$ cat src/rtl/fetch_stage.sv
// Instruction fetch stage: PC register, fetch FSM (FETCH/WAIT/HALTED) and the IF/ID pipeline register.
// Flushes always win over hazard stalls and completed fetches.
module fetch_stage #(
    parameter logic [15:0] RESET_PC  = 16'h0000,
    parameter logic [15:0] NOP_INSTR = 16'h0800
) (
    input  logic        clk,
    input  logic        rst,
    input  logic [15:0] next_pc,
    input  logic        if_flush,
    input  logic        pcWriteEn,
    input  logic        IFIDWriteEn,
    output logic [15:0] imem_addr,
    output logic        imem_rd,
    input  logic [15:0] imem_data,
    input  logic        imem_done,
    input  logic        imem_stall,
    output logic [15:0] instr,
    output logic [15:0] pc,
    output logic [15:0] pc_plus_two,
    output logic        ifid_valid,
    output logic        halted
);

    typedef enum logic [1:0] {
        S_FETCH  = 2'd0,
        S_WAIT   = 2'd1,
        S_HALTED = 2'd2
    } state_t;

    state_t      state_q;
    logic [15:0] pc_q;
    logic        redir_q;
    logic        rd_q;
    logic [15:0] instr_q;
    logic [15:0] ifpc_q;
    logic [15:0] ifppt_q;
    logic        valid_q;
    logic        halted_q;

    logic [15:0] pc_inc_s;
    logic        accept_s;

    function automatic logic is_halt(input logic [15:0] word);
        return (word[15:11] == 5'b00000);
    endfunction

    assign pc_inc_s = pc_q + 16'd2;
    assign accept_s = pcWriteEn & IFIDWriteEn;

    assign imem_addr   = pc_q;
    assign imem_rd     = rd_q;
    assign instr       = instr_q;
    assign pc          = ifpc_q;
    assign pc_plus_two = ifppt_q;
    assign ifid_valid  = valid_q;
    assign halted      = halted_q;

    // Fetch FSM, PC and IF/ID register update.
    always_ff @(posedge clk) begin
        if (rst) begin
            state_q  <= S_FETCH;
            pc_q     <= RESET_PC;
            redir_q  <= 1'b0;
            rd_q     <= 1'b1;
            instr_q  <= NOP_INSTR;
            ifpc_q   <= 16'h0000;
            ifppt_q  <= 16'h0000;
            valid_q  <= 1'b0;
            halted_q <= 1'b0;
        end else begin
            case (state_q)
                S_FETCH, S_WAIT: begin
                    rd_q <= 1'b1;
                    if (if_flush) begin
                        pc_q    <= next_pc;
                        instr_q <= NOP_INSTR;
                        valid_q <= 1'b0;
                        // A request still pending at the memory returns a stale word later; remember to drop it.
                        if (!imem_done && (imem_stall || (state_q == S_WAIT))) begin
                            state_q <= S_WAIT;
                            redir_q <= 1'b1;
                        end else begin
                            state_q <= S_FETCH;
                            redir_q <= 1'b0;
                        end
                    end else if (imem_done) begin
                        state_q <= S_FETCH;
                        redir_q <= 1'b0;
                        if (redir_q) begin
                            if (IFIDWriteEn) begin
                                instr_q <= NOP_INSTR;
                                valid_q <= 1'b0;
                            end else begin
                                valid_q <= valid_q;
                            end
                        end else if (accept_s) begin
                            instr_q <= imem_data;
                            ifpc_q  <= pc_q;
                            ifppt_q <= pc_inc_s;
                            valid_q <= 1'b1;
                            if (is_halt(imem_data)) begin
                                halted_q <= 1'b1;
                                rd_q     <= 1'b0;
                                state_q  <= S_HALTED;
                            end else begin
                                pc_q <= pc_inc_s;
                            end
                        end else begin
                            pc_q <= pc_q;
                        end
                    end else if (state_q == S_WAIT) begin
                        if (IFIDWriteEn) begin
                            instr_q <= NOP_INSTR;
                            valid_q <= 1'b0;
                        end else begin
                            valid_q <= valid_q;
                        end
                    end else if (imem_stall) begin
                        state_q <= S_WAIT;
                    end else begin
                        state_q <= S_FETCH;
                    end
                end
                S_HALTED: begin
                    rd_q     <= 1'b0;
                    halted_q <= 1'b1;
                end
                default: begin
                    state_q <= S_FETCH;
                    rd_q    <= 1'b1;
                end
            endcase
        end
    end

endmodule

$ cat config.mk
export PLATFORM = sky130hd
export DESIGN_NAME = fetch_stage
export DESIGN_NICKNAME = d
export VERILOG_FILES = /design/src/rtl/fetch_stage.sv
export SDC_FILE = /design/constraint.sdc
export NUM_CORES = 1
export LEC_CHECK = 0
export ABC_AREA = 1
export BUFFER_PORTS_ARGS = -buffer_cell sky130_fd_sc_hd__buf_2
export CAP_MARGIN = 25
export CORE_AREA = 5 5 112 114
export CTS_BUF_LIST = sky130_fd_sc_hd__clkbuf_4
export CTS_CLUSTER_SIZE = 24
export DETAILED_ROUTE_END_ITERATION = 8
export DIE_AREA = 0 0 117 119
export GPL_TIMING_DRIVEN = 0
export HOLD_SLACK_MARGIN = 0.02
export PLACE_DENSITY = 0.49
export SLEW_MARGIN = 20
export SYNTH_ARGS = -nofsm -noshare
export SYNTH_HDL_FRONTEND = slang
export SYNTH_SLANG_ARGS = --single-unit
$ cat constraint.sdc
create_clock -name clk -period 2.95 [get_ports clk]
set_clock_uncertainty 0.05 [all_clocks]
set_input_delay 0.59 -clock clk [delete_from_list [all_inputs] [get_ports clk]]
set_output_delay 0.59 -clock clk [all_outputs]
set_load 0.1 [all_outputs]
==> results.cfg <==
[clocking]
clock_latency_ns = 0.42
hold_buffers = 0
clk_pin_slew_ns = 0.11
cts_setup_buffers = 0
ctsResizeCount = 0
tritoncts = done
cts_sinks = 69
root_buffer = clkbuf_4
cts_max_level = 3
cts_buffers = 9
clockBufferDepth = 2

[timing]
timing.final.crit_share = 0.688
worst_pin_slew_ns = 0.548
rsz0062_at_grt = false
max-slew-margin-rel = 0.634
layout_min_cycle_time_ns = 2.03
fmax_mhz = 493
tns_ns = 0
finalSetupViolCount = 0
drv_slew = 0
hold_violations = 0

[status]
status = finished clean

[synthesis]
ys_warn_count = 0
synth_fp_nets = 504
yosysSeqAreaShare = 0.417
synth_top_area_cell = dfxtp_1
synth_top_area_frac = 0.417
synth_compound_area_frac = 0.197
syn_inst = 464
syn_area_mm2 = 0.00331
synthAdderAreaFrac = 0.00378
synth_xor_area_frac = 0.0185
ys_types = 39
yosys_register_bits = 69
ys_top_cells_by_area = dfxtp_1 (42%), nand2_1 (14%), o21ai_0 (6.7%), a21oi_1 (5.4%), inv_1 (5.1%)
avgSynthCellArea_um2 = 7.13
synth_top_family_by_area = simple AND/OR/NAND/NOR gates
yosys.area_share.simple = 0.259
muxShareOfSynthArea = 0

[floorplanning]
die_h_um = 119
num_rows = 39
io_pins = 106
design.die.area_mm2 = 0.0139
core_region_area_mm2 = 0.0113
die_w_um = 117
start_util = 0.292

[drt]
drcViolationCount = 0
vias = 3371
wirelength_mm = 10.7
ant_nets = 0
vias_per_cell = 4.64
drt_iter0_drc = 160
drt-wirelength-per-cell_um = 14.7
firstDrtPassIters = 4

[critical_path]
required_ns = 2.31
start_kind = flop
cp_cell_sequence = buf_2
max_stage_delay_ns = 0.50
crit_slowest_cell = dfxtp_1
end_kind = output port
cp_data_arrival_time_ns = 1.39
crit_fanout = 7
crit_buf_inv = 1
path_class = flop to output port
path_delay_family = flip-flops

[cells_and_area]
n_fill_cell = 1271
instances_no_fill = 727
nets = 619
layout_commonest_cell = nand2_1
syn_to_final_growth_pct = 25.9
final_cell_mix = nand2_1 (122), buf_2 (112), dfxtp_1 (69)
diodes = 0
drive_above_1_share = 0.277

[grt]
grt_pass1_vias = 3377
grt.total_usage = 0.155
antenna_found_initial = 0
grt_pass1_wl_mm = 17.0
grt_max_degree = 13
grt_overflow = 0

[job]
cap_viol_max_count = 0

[pwr]
p_leak_nw = 1.98
ir_worst_vdd_uv = 317
powerDensity_mw_per_mm2 = 540

[placement]
dp.cells = 711
portBuffers = 104
gp_congestion = 0.848
dp_hpwl_mm = 8.12

[min_path]
hp-class = input port to flop
worst paths after layout:
| path | from | endpoint | slack (ns) | cells past startpoint |
|---|---|---|---|---|
| max | imem_addr[3] | imem_addr[3] | 0.92 | 1 |
| min | imem_stall | state_q[0] | 0.38 | 3 |
| max reg2reg | imem_addr[3] | pc_plus_two[10] | 1.22 | 6 |
| min reg2reg | instr[10] | instr[10] | 0.40 | 2 |
cell families after synthesis:
kind of cell | Yosys count
AO/OA/AOI/OAI | 110
XOR/XNOR | 7
adder cells (fa/ha/maj) | 1
buffers and inverters | 77
flip-flops | 69
AND/OR/NAND/NOR | 200
layer usage:
layer | GRT usage | part of all wire | vias up
met5 | 0 | 0 | -
met4 | 0.0358 | 0.010 | 0
met3 | 0.0502 | 0.070 | 10
met2 | 0.251 | 0.46 | 117
met1 | 0.200 | 0.45 | 1525
li1 | - | - | 1719
worst reg2reg max path, stage by stage (launching register included):
cell and delay, ns:
dfxtp_1 0.50, nand3_1 0.23, nor2_1 0.34, nand2_1 0.15, xor2_1 0.17, o21ai_0 0.14
inv_1 0.05
final cells by class:
| cell class | instances | area (um2) | share of cell area |
|---|---|---|---|
| Timing Repair Buffer | 104 | 520 | 0.125 |
| Buffer | 25 | 141 | 0.0339 |
| Multi-Input combinational cell | 318 | 1580 | 0.380 |
| Clock buffer | 9 | 67.6 | 0.0162 |
| Tap cell | 143 | 179 | 0.0429 |
| Sequential cell | 69 | 1380 | 0.332 |
| Inverter | 52 | 203 | 0.0486 |
| Clock inverter | 7 | 90.1 | 0.0216 |
state kept, by name, summed over array words and instances (netlist names):
| signal | count |
|---|---|
| imem_addr | 16 |
| halted | 1 |
| state_q | 2 |
| pc | 16 |
| pc_plus_two | 15 |
| instr | 16 |
| redir_q | 1 |
| ifid_valid | 1 |
| imem_rd | 1 |
cells in the mapped netlist, drive strengths merged:
cell / count
nor3: 3
nor2: 40
buf: 18
xnor2: 2
inv: 50
o22ai: 1
nand2: 125
dfxtp: 69
o21a: 7
o2111ai: 1
a21oi: 47
o211ai: 1
clkinv: 2
or2: 3
o21ai: 46
nor4: 1
ha: 1
nand3: 23
clkbuf: 7
nand4: 4
xor2: 5
a21boi: 7
nand3b: 1
power breakdown:
group	internal [W]	switching, W	total (W)	leakage (nW)
clock network	0.000338	0.000363	0.000700	0.0732
registers	0.000968	0.0000351	0.00100	0.562
logic	0.000118	0.000429	0.000547	1.34
total	0.00142	0.000826	0.00225	1.98
per-stage QoR:
| stage | hold slack (ns) | utilization | total power (W) | instance area, um2 | setup WS [ns] |
|---|---|---|---|---|---|
| 6_report | 0.381 | 0.368 | 0.00225 | 4170 | 0.921 |
| 4_1_cts | 0.349 | 0.368 | 0.00228 | 4170 | 0.893 |
| 3_5_place_dp | 0.383 | 0.354 | 0.00157 | 4010 | 1.07 |
| 5_1_grt | 0.336 | 0.368 | 0.00237 | 4170 | 0.824 |
| 2_1_floorplan | 0.397 | - | 0.00144 | 3310 | 0.716 |
| 3_3_place_gp | 0.381 | 0.354 | 0.00157 | 4010 | 1.07 |
(Power assumes the default switching activity.)
